**src/rtl/clk_rst_pkg.sv**
```systemverilog
// Shared definitions for the reset sequencer.
// Contents:
//   - seq_state_t   : sequencer state encoding (HOLD, PERIPH, RUN)
//   - DEF_CLK_HZ    : default input clock frequency
//   - DEF_TICK_HZ   : default timebase tick rate
//   - DEF_TICK_DIV  : clock cycles per tick for the defaults
//   - SOFT_CNT_W    : width of the soft-reset entry counter
//   - sat_inc_soft  : saturating increment for the soft-reset counter
package clk_rst_pkg;

    typedef enum logic [1:0] {
        HOLD   = 2'd0,
        PERIPH = 2'd1,
        RUN    = 2'd2
    } seq_state_t;

    localparam int DEF_CLK_HZ   = 100000000;
    localparam int DEF_TICK_HZ  = 1000000;
    localparam int DEF_TICK_DIV = DEF_CLK_HZ / DEF_TICK_HZ;

    localparam int SOFT_CNT_W = 8;

    // Increment that sticks at all-ones instead of wrapping.
    function automatic logic [SOFT_CNT_W-1:0] sat_inc_soft(input logic [SOFT_CNT_W-1:0] v);
        logic [SOFT_CNT_W-1:0] r;
        if (v == {SOFT_CNT_W{1'b1}}) begin
            r = v;
        end else begin
            r = v + {{(SOFT_CNT_W-1){1'b0}}, 1'b1};
        end
        return r;
    endfunction

endpackage

```
**src/rtl/clk_rst_seq_tick_gen.sv**
```systemverilog
// Timebase tick generator.
// Emits a registered one-cycle pulse on tick every TICK_DIV enabled cycles.
// Ports:
//   clkin   in  clock
//   reset_n in  synchronous active-low reset
//   en      in  enable; the divider is cleared and tick held low while en=0
//   tick    out one-cycle pulse, registered
module tick_gen #(
    parameter int TICK_DIV = 100
) (
    input  logic clkin,
    input  logic reset_n,
    input  logic en,
    output logic tick
);

    import clk_rst_pkg::*;

    localparam int TW = $clog2(TICK_DIV);
    localparam logic [TW-1:0] TICK_LAST = TW'(TICK_DIV - 1);

    if (TICK_DIV < 2) begin : g_bad_div
        $error("tick_gen: TICK_DIV must be at least 2");
    end

    logic [TW-1:0] tick_cnt;

    // Divider counter and registered tick pulse; disabling clears both so a
    // tick that was due on the same edge as the disable is dropped.
    always_ff @(posedge clkin) begin
        if (!reset_n) begin
            tick_cnt <= {TW{1'b0}};
            tick     <= 1'b0;
        end else if (!en) begin
            tick_cnt <= {TW{1'b0}};
            tick     <= 1'b0;
        end else if (tick_cnt == TICK_LAST) begin
            tick_cnt <= {TW{1'b0}};
            tick     <= 1'b1;
        end else begin
            tick_cnt <= tick_cnt + TW'(1);
            tick     <= 1'b0;
        end
    end

endmodule

```
**src/rtl/clk_rst_seq.sv**
```systemverilog
// Staged reset sequencer for the peripheral and core domains.
// After reset_n (or a soft-reset request) releases, periph_rst_n stays low
// for HOLD_CYCLES cycles, then core_rst_n stays low for STAGGER_CYCLES more.
// Once both are released the block is in RUN: ready is high and a 1 us
// timebase tick is produced.
// Ports:
//   clkin         in   clock (PLL output)
//   reset_n       in   synchronous active-low reset
//   soft_rst_req  in   level request to re-run the reset sequence
//   periph_rst_n  out  peripheral-domain reset, active-low, registered
//   core_rst_n    out  core-domain reset, active-low, registered
//   ready         out  high while in RUN, registered
//   tick          out  one-cycle pulse every TICK_DIV cycles in RUN
//   soft_rst_cnt  out  saturating count of soft-reset entries
module clk_rst_seq
    import clk_rst_pkg::*;
#(
    parameter int CLK_HZ         = DEF_CLK_HZ,
    parameter int TICK_HZ        = DEF_TICK_HZ,
    parameter int HOLD_CYCLES    = 1024,
    parameter int STAGGER_CYCLES = 64
) (
    input  logic                  clkin,
    input  logic                  reset_n,
    input  logic                  soft_rst_req,
    output logic                  periph_rst_n,
    output logic                  core_rst_n,
    output logic                  ready,
    output logic                  tick,
    output logic [SOFT_CNT_W-1:0] soft_rst_cnt
);

    localparam int TICK_DIV = CLK_HZ / TICK_HZ;
    localparam int CNT_MAX  = (HOLD_CYCLES > STAGGER_CYCLES) ? HOLD_CYCLES : STAGGER_CYCLES;
    // A one-cycle hold/stagger still needs a 1-bit counter.
    localparam int CNT_W    = (CNT_MAX > 1) ? $clog2(CNT_MAX) : 1;
    localparam logic [CNT_W-1:0] HOLD_LAST    = CNT_W'(HOLD_CYCLES - 1);
    localparam logic [CNT_W-1:0] STAGGER_LAST = CNT_W'(STAGGER_CYCLES - 1);

    if (HOLD_CYCLES < 1) begin : g_bad_hold
        $error("clk_rst_seq: HOLD_CYCLES must be at least 1");
    end
    if (STAGGER_CYCLES < 1) begin : g_bad_stagger
        $error("clk_rst_seq: STAGGER_CYCLES must be at least 1");
    end
    if (TICK_DIV < 2) begin : g_bad_div
        $error("clk_rst_seq: CLK_HZ/TICK_HZ must be at least 2");
    end
    if ((CLK_HZ % TICK_HZ) != 0) begin : g_bad_ratio
        $error("clk_rst_seq: CLK_HZ must be an integer multiple of TICK_HZ");
    end

    seq_state_t            state_r;
    seq_state_t            state_nxt_s;
    logic [CNT_W-1:0]      cnt_r;
    logic [CNT_W-1:0]      cnt_nxt_s;
    logic [SOFT_CNT_W-1:0] soft_cnt_r;
    logic [SOFT_CNT_W-1:0] soft_cnt_nxt_s;
    logic                  periph_rst_n_r;
    logic                  core_rst_n_r;
    logic                  ready_r;
    logic                  tick_en_s;

    // State register, phase counter and output flops; outputs are decoded
    // from the next state so they change on the same edge as the state.
    always_ff @(posedge clkin) begin
        if (!reset_n) begin
            state_r        <= HOLD;
            cnt_r          <= {CNT_W{1'b0}};
            soft_cnt_r     <= {SOFT_CNT_W{1'b0}};
            periph_rst_n_r <= 1'b0;
            core_rst_n_r   <= 1'b0;
            ready_r        <= 1'b0;
        end else begin
            state_r        <= state_nxt_s;
            cnt_r          <= cnt_nxt_s;
            soft_cnt_r     <= soft_cnt_nxt_s;
            periph_rst_n_r <= (state_nxt_s != HOLD);
            core_rst_n_r   <= (state_nxt_s == RUN);
            ready_r        <= (state_nxt_s == RUN);
        end
    end

    // Next-state logic. A request in HOLD only pins the counter at zero;
    // leaving PERIPH/RUN for HOLD is what counts as a soft-reset entry, so a
    // long request is counted once.
    always_comb begin
        state_nxt_s    = state_r;
        cnt_nxt_s      = cnt_r;
        soft_cnt_nxt_s = soft_cnt_r;
        case (state_r)
            HOLD: begin
                if (soft_rst_req) begin
                    cnt_nxt_s = {CNT_W{1'b0}};
                end else if (cnt_r == HOLD_LAST) begin
                    state_nxt_s = PERIPH;
                    cnt_nxt_s   = {CNT_W{1'b0}};
                end else begin
                    cnt_nxt_s = cnt_r + CNT_W'(1);
                end
            end
            PERIPH: begin
                if (soft_rst_req) begin
                    state_nxt_s    = HOLD;
                    cnt_nxt_s      = {CNT_W{1'b0}};
                    soft_cnt_nxt_s = sat_inc_soft(soft_cnt_r);
                end else if (cnt_r == STAGGER_LAST) begin
                    state_nxt_s = RUN;
                    cnt_nxt_s   = {CNT_W{1'b0}};
                end else begin
                    cnt_nxt_s = cnt_r + CNT_W'(1);
                end
            end
            RUN: begin
                if (soft_rst_req) begin
                    state_nxt_s    = HOLD;
                    cnt_nxt_s      = {CNT_W{1'b0}};
                    soft_cnt_nxt_s = sat_inc_soft(soft_cnt_r);
                end else begin
                    cnt_nxt_s = {CNT_W{1'b0}};
                end
            end
            default: begin
                state_nxt_s = HOLD;
                cnt_nxt_s   = {CNT_W{1'b0}};
            end
        endcase
    end

    // Gating with the request suppresses a tick that would land on the same
    // edge the sequencer drops out of RUN.
    assign tick_en_s = (state_r == RUN) & ~soft_rst_req;

    tick_gen #(
        .TICK_DIV (TICK_DIV)
    ) u_tick_gen (
        .clkin   (clkin),
        .reset_n (reset_n),
        .en      (tick_en_s),
        .tick    (tick)
    );

    assign periph_rst_n = periph_rst_n_r;
    assign core_rst_n   = core_rst_n_r;
    assign ready        = ready_r;
    assign soft_rst_cnt = soft_cnt_r;

endmodule

```
**config.mk**
```make
export PLATFORM = sky130hd
export DESIGN_NAME = clk_rst_seq
export DESIGN_NICKNAME = d
export VERILOG_FILES = /design/src/rtl/clk_rst_pkg.sv /design/src/rtl/clk_rst_seq_tick_gen.sv /design/src/rtl/clk_rst_seq.sv
export SDC_FILE = /design/constraint.sdc
export NUM_CORES = 1
export LEC_CHECK = 0
export ABC_CLOCK_PERIOD_IN_PS = 3500
export CORE_UTILIZATION = 55
export CTS_BUF_LIST = sky130_fd_sc_hd__clkbuf_4
export DETAILED_ROUTE_END_ITERATION = 7
export GPL_TIMING_DRIVEN = 1
export PLACE_DENSITY = 0.8
export SYNTH_ARGS = -nofsm -noshare
export SYNTH_HDL_FRONTEND = slang
export SYNTH_HIERARCHICAL = 1
export SYNTH_SLANG_ARGS = --single-unit
```
**constraint.sdc**
```tcl
create_clock -name clkin -period 3.5 [get_ports clkin]
set_input_delay 0.7 -clock clkin [delete_from_list [all_inputs] [get_ports clkin]]
set_output_delay 0.7 -clock clkin [all_outputs]
set_load 0.02 [all_outputs]
```
# After elaboration in Yosys (flattened, before gate mapping)
# Index checks and enable logic that the tools add are counted.
# Widths: inputs -> output; s select.
totals:
  reg_bits: 30
  input_bits: 3
  out_inout_bits: 12
  elab_cells: 40
op_classes:
  add_sub_neg: 3
  eq_ne: 7
  muxes: 12
  bitwise_logic: 5
  n_reduce_logical: 6
ops:
  columns: ["cell", "n"]
  rows:
  - ["$mux 10", 4]
  - ["$pmux 10 s2", 1]
  - ["$add 10x1->10 const B", 1]
  - ["$eq 10x10->1 const B", 1]
  - ["$eq 10x6->1 const B", 1]
  - ["$mux 2", 5]
  - ["$add 8x1->8 const B", 1]
  - ["$eq 8x8->1 const B", 1]
  - ["$add 7x1->7 const B", 1]
  - ["$eq 7x7->1 const B", 1]
  - ["$pmux 2 s3", 1]
  - ["$eq 2x2->1 const B", 2]
  - ["$not 1->1", 4]
  - ["$reduce_and 3->1", 1]
  - ["$reduce_or 3->1", 1]
  - ["$eq 2x1->1 const B", 1]
  - ["$logic_not 2->1", 1]
  - ["$reduce_and 2->1", 1]
  - ["$reduce_bool 2->1", 1]
  - ["$reduce_or 2->1", 1]
  - ["$and 1x1->1", 1]
  - ["$mux 1", 1]

# Depth between registers and ports, before layout
depth:
  depth_word: 5
  depth_mapped: 7
  mapped_depth_nobuf: 6

# Hierarchy
# Netlist, hierarchy kept.
by_module_without_submodules:
  columns: ["mod", "instances", "cells_per_inst", "area_each_um2", "seq_area_each_um2"]
  rows:
  - ["clk_rst_seq", 1, 119, 1067.3, 440.4]
  - ["tick_gen", 1, 34, 337.8, 160.2]

# Worst setup path after synthesis
# Ideal clock, no wire load.
synth_timing:
  path_type: "in2reg"
  from: "input soft_rst_req"
  to: "register soft_cnt_r[7], in the netlist soft_rst_cnt[7]"
  setup_time_ns: 0.072
  arrival_ns: 1.680
  required_ns: 3.428
  slack_ns: 1.748
  stages: 5
  path_buffers: 1
  cell_sequence: "nand2_1 a41o_1 buf_6 or4_1 a21oi_1"
synth_via:
  elab_chain_cells: 1
synth_rtl:
  columns: ["item", "line", "rtl"]
  rows:
  - ["from (decl)", "clk_rst_seq.sv:25", "input logic soft_rst_req,"]
  - ["$reduce_and 3->1 (no line)", null, null]
  - ["to (signal assigned)", "clk_rst_seq.sv:70", "soft_cnt_r <= {SOFT_CNT_W{1'b0}};"]
  - ["to (signal assigned)", "clk_rst_seq.sv:77", "soft_cnt_r <= soft_cnt_nxt_s;"]
  - ["to (decl)", "clk_rst_seq.sv:57", "logic [SOFT_CNT_W-1:0] soft_cnt_r;"]
# Every way passes these cells.
# A chain may end at the register's enable or synchronous reset.

# Worst setup path after layout
# Ends and elaborated chain as after synthesis.

==> impl_metrics.env <==
export IMPL_switching_share_pct=22.6
export IMPL_holdCritStartpoint="cnt_r[0]"
export IMPL_antenna_found_initial=0
export IMPL_floorplan_initialDensity_pct=60.6
export IMPL_syn_mean_instance_area_um2=9.18
export IMPL_ioPinCount=15
export IMPL_worst_r2r_endpoint="soft_rst_cnt[7]"
export IMPL_finalMaxSlewViolations=0
export IMPL_cts_tree="yes"
export IMPL_cts_sinks=30
export IMPL_first_drt_pass_iteration_count=4
export IMPL_final_hold_violation_count=0
export IMPL_final_core_util_pct=69.2
export IMPL_postSynthNetCount=164
export IMPL_cell_variety_after_synth=42
export IMPL_core_um2=2320
export IMPL_synth_top_area_share_pct=42.7
export IMPL_drt_vias_per_instance=5.55
export IMPL_worst_skew_pair_late_latency_ns=0.33
export IMPL_fin_worst_skew_ns=0.00414
export IMPL_dieWidth_um=52.5
export IMPL_floorplan_die_height_um=52.5
export IMPL_clkTransAtPathRegs_ns=0.09
export IMPL_place_congestion=0.848
export IMPL_post_synth_and_or_nand_nor_area_fraction_pct=24.3
export IMPL_std_cell_rows=17
export IMPL_antenna_diode_count=0
export IMPL_tritoncts_num_buffers=5
export IMPL_route_final_wire_length_mm=2.50
export IMPL_pre_cts_ws_ns=1.00
export IMPL_detail_route_wl_per_cell_um=12.5
export IMPL_drt_drc_violations_left=0
export IMPL_post_route_cells_drive_above_1_share_pct=6.98
export IMPL_yosysSeqAreaShare_pct=42.7
export IMPL_grt_overflow=0
export IMPL_synth_seq_cells=30
export IMPL_routed_via_count=1109
export IMPL_startpoint_type="primary input"
export IMPL_timing_worst_setup_path_type="in -> reg"
export IMPL_hpwlAfterDp_mm=1.85
export IMPL_yosys_area_share_xor_xnor_pct=7.48
export IMPL_reg2reg_from="state_r[0]"
export IMPL_fraction_of_the_mapped_netlist_area_in_compound_gates_pct=13.5
export IMPL_area_growth_pct=14.2
export IMPL_timing_hold_worst_class="reg -> reg"
export IMPL_seq_power_share_pct=63.6
export IMPL_hold_ws_ns=0.459
export IMPL_hold_bufs_at_cts=0
export IMPL_clock_tree_htree_level_count=2
export IMPL_final_min_period_over_clock_period_pct=62.0
export IMPL_peak_fanout_along_the_critical_path=10
export IMPL_grt_total_usage_pct=22.0
export IMPL_cellInternalPower_w=0.000417
export IMPL_p_leak_nw=0.533
export IMPL_cts_root_buffer_cell="sky130_fd_sc_hd__clkbuf_4"
export IMPL_detail_route_antenna_nets=0
export IMPL_mappedNetlistArea_um2=1410
export IMPL_numPortBuffers=14
export IMPL_worst_pin_slew_ns=0.556
export IMPL_synth_area_leader_cell="sky130_fd_sc_hd__dfxtp_1"
export IMPL_timing_critical_path_required_ns=3.76
export IMPL_final_setup_viol_count=0
export IMPL_max_slew_margin_rel_pct=62.0
export IMPL_reg2reg_setup_slack_ns=1.57
export IMPL_crit_start="soft_rst_req"
export IMPL_synth_area_leaders="sky130_fd_sc_hd__dfxtp_1 (43%), sky130_fd_sc_hd__ha_1 (7.1%), sky130_fd_sc_hd__nor2_1 (5.6%), sky130_fd_sc_hd__xor2_1 (4.4%), sky130_fd_sc_hd__xnor2_1 (3.1%)"
export IMPL_synthCells=153
export IMPL_first_pass_grt_wire_length_mm=4.22
export IMPL_number_of_post_cts_setup_repair_buffers=0
export IMPL_count_of_placed_standard_cells_in_the_final_layout_fillers_left_out=200
export IMPL_timing_reg2reg_worst_path_depth=6
export IMPL_finalWorstSetupSlack_ns=1.33
export IMPL_synth_warning_count=6
export IMPL_power_share_combinational_pct=2.0
export IMPL_post_cts_resized=0
export IMPL_period_needed_ns=2.17
export IMPL_irDropWorstVdd_v=0.000308
export IMPL_status="completed"
export IMPL_clock_fmax_mhz=461
export IMPL_dominant_combinational_cell_family_by_area_after_synthesis="simple AND/OR/NAND/NOR gates"
export IMPL_totalNegativeSetupSlack_ns=0
export IMPL_clockBufferDepth=2
export IMPL_p_clk_share_pct=34.4
export IMPL_rsz0062_at_grt="false"
export IMPL_crit_arrival_ns=2.42
export IMPL_ff_latch_area_um2=601
export IMPL_worst_setup_path_end_kind="flip-flop"
export IMPL_adder_and_majority_gate_portion_of_the_synthesized_area_pct=7.12
export IMPL_worstSetupEndpoint="soft_rst_cnt[7]"
export IMPL_drv_cap=0
export IMPL_pwr_cell_area_nw_per_um2=336
export IMPL_filler_cell_count=197
export IMPL_p_sw_w=0.000122
export IMPL_detailed_router_s_first_iteration_violation_count=21
export IMPL_dpl_cell_count=192
export IMPL_multi_input_comb_area_um2=747
export IMPL_grt_max_degree=11
export IMPL_synth_mux_area_fraction_pct=0.712
export IMPL_nNetsFinal=182
export IMPL_floorplan_die_area_um2=2760
export IMPL_grt_pass1_vias=1002
flip-flops by register name, summed over array words and instances, names as in the netlist:
signal               flops
cnt_r                   10
ready                    1
soft_rst_cnt             8
u_tick_gen/tick          1
u_tick_gen/tick_cnt      7
periph_rst_n             1
state_r                  2
routing by layer:
metal | track usage, % | part of all wire (%)
met5 | 0 | 0
met4 | 14.9 | 2.5
met3 | 6.09 | 3.8
met2 | 34.4 | 48
met1 | 25.8 | 46
worst max-delay path, stage by stage:
cell                              delay, ns
sky130_fd_sc_hd__clkdlybuf4s50_1       0.58
sky130_fd_sc_hd__nand2_1               0.14
sky130_fd_sc_hd__a41o_1                0.34
sky130_fd_sc_hd__or4_1                 0.50
sky130_fd_sc_hd__a21oi_1               0.15
cell type report:
type | count | share of cell area, %
clock inverters | 3 | 0.701
clock buffers | 5 | 2.34
flip-flops and latches | 30 | 37.4
multi-input cells | 111 | 46.5
inverters | 9 | 2.10
repair buffers | 14 | 8.73
well taps | 28 | 2.18
cells in the final DEF (no fill, tap or decap), types with 2 or more instances in the layout:
master,synthesis,routed
sky130_fd_sc_hd__nand3_2,2,2
sky130_fd_sc_hd__nor3_1,4,4
sky130_fd_sc_hd__o41ai_1,3,3
sky130_fd_sc_hd__or4_1,4,4
sky130_fd_sc_hd__clkdlybuf4s50_1,0,14
sky130_fd_sc_hd__clkinv_1,1,4
sky130_fd_sc_hd__clkbuf_4,0,5
sky130_fd_sc_hd__o31ai_1,3,3
sky130_fd_sc_hd__xor2_1,7,7
sky130_fd_sc_hd__and2b_1,2,2
sky130_fd_sc_hd__ha_1,8,8
sky130_fd_sc_hd__and4_1,2,2
sky130_fd_sc_hd__nand2_1,9,9
sky130_fd_sc_hd__inv_1,8,8
sky130_fd_sc_hd__a21oi_1,6,6
sky130_fd_sc_hd__nand3_1,4,4
sky130_fd_sc_hd__nand4_1,5,5
sky130_fd_sc_hd__or3_1,2,2
sky130_fd_sc_hd__dfxtp_1,30,30
sky130_fd_sc_hd__nor2_1,21,21
sky130_fd_sc_hd__xnor2_1,5,5
sky130_fd_sc_hd__o21ai_0,4,4
sky130_fd_sc_hd__o211ai_1,2,2
kinds of logic (layout without fill, tap and decap cells):
group           count (synthesis)  count (layout)
buf+inv                        12              31
fa+ha+maj                       8               8
compound gates                 27              27
flops                          30              30
xor+xnor                       12              12
simple gates                   63              63
mux                             1               1
synthesized netlist by cell type:
cell type and count:
sky130_fd_sc_hd__dfxtp_1 30, sky130_fd_sc_hd__nor2_1 21, sky130_fd_sc_hd__nand2_1 9, sky130_fd_sc_hd__ha_1 8, sky130_fd_sc_hd__inv_1 8, sky130_fd_sc_hd__xor2_1 7, sky130_fd_sc_hd__a21oi_1 6, sky130_fd_sc_hd__nand4_1 5
sky130_fd_sc_hd__xnor2_1 5, sky130_fd_sc_hd__nand3_1 4, sky130_fd_sc_hd__nor3_1 4, sky130_fd_sc_hd__o21ai_0 4, sky130_fd_sc_hd__or4_1 4, sky130_fd_sc_hd__o31ai_1 3, sky130_fd_sc_hd__o41ai_1 3, sky130_fd_sc_hd__and2b_1 2
sky130_fd_sc_hd__and4_1 2, sky130_fd_sc_hd__nand3_2 2, sky130_fd_sc_hd__o211ai_1 2, sky130_fd_sc_hd__or3_1 2, sky130_fd_sc_hd__a2111oi_0 1, sky130_fd_sc_hd__a21oi_2 1, sky130_fd_sc_hd__a221oi_1 1, sky130_fd_sc_hd__a22oi_1 1
sky130_fd_sc_hd__a31oi_1 1, sky130_fd_sc_hd__a41o_1 1, sky130_fd_sc_hd__buf_2 1, sky130_fd_sc_hd__buf_4 1, sky130_fd_sc_hd__buf_6 1, sky130_fd_sc_hd__clkinv_1 1, sky130_fd_sc_hd__mux2i_1 1, sky130_fd_sc_hd__nand2b_1 1
sky130_fd_sc_hd__nand2b_2 1, sky130_fd_sc_hd__nand4b_1 1, sky130_fd_sc_hd__nand4bb_1 1, sky130_fd_sc_hd__nor4_1 1, sky130_fd_sc_hd__o21a_1 1, sky130_fd_sc_hd__o21bai_1 1, sky130_fd_sc_hd__o21bai_2 1, sky130_fd_sc_hd__or2_2 1
sky130_fd_sc_hd__or2b_1 1, sky130_fd_sc_hd__or3_2 1
metrics by stage:
stage / power [W] / cell area, um2
2_1_floorplan: 0.000356 / 1410
3_3_place_gp: 0.000361 / 1560
3_5_place_dp: 0.000361 / 1560
4_1_cts: 0.000546 / 1610
5_1_grt: 0.000563 / 1610
6_report: 0.000539 / 1610
power by group through the flow:
| stage | sequential [W] | clock (W) | combinational, W |
|---|---|---|---|
| global route | 0.000343 | 0.000208 | 0.0000123 |
| global placement | 0.000351 | 0 | 0.0000101 |
| finish | 0.000343 | 0.000186 | 0.0000105 |
| floorplan | 0.000351 | 0 | 0.00000521 |
| CTS | 0.000343 | 0.000192 | 0.0000107 |
| detailed placement | 0.000351 | 0 | 0.0000105 |
worst min path at each step:
stage	end	cells after the start
after global placement	cnt_r[0]	1
after CTS	cnt_r[0]	1
after global routing	cnt_r[0]	1
after floorplan	cnt_r[0]	1
final	cnt_r[0]	1
after detailed placement	cnt_r[0]	1
Power figures use the tool's default switching activity.
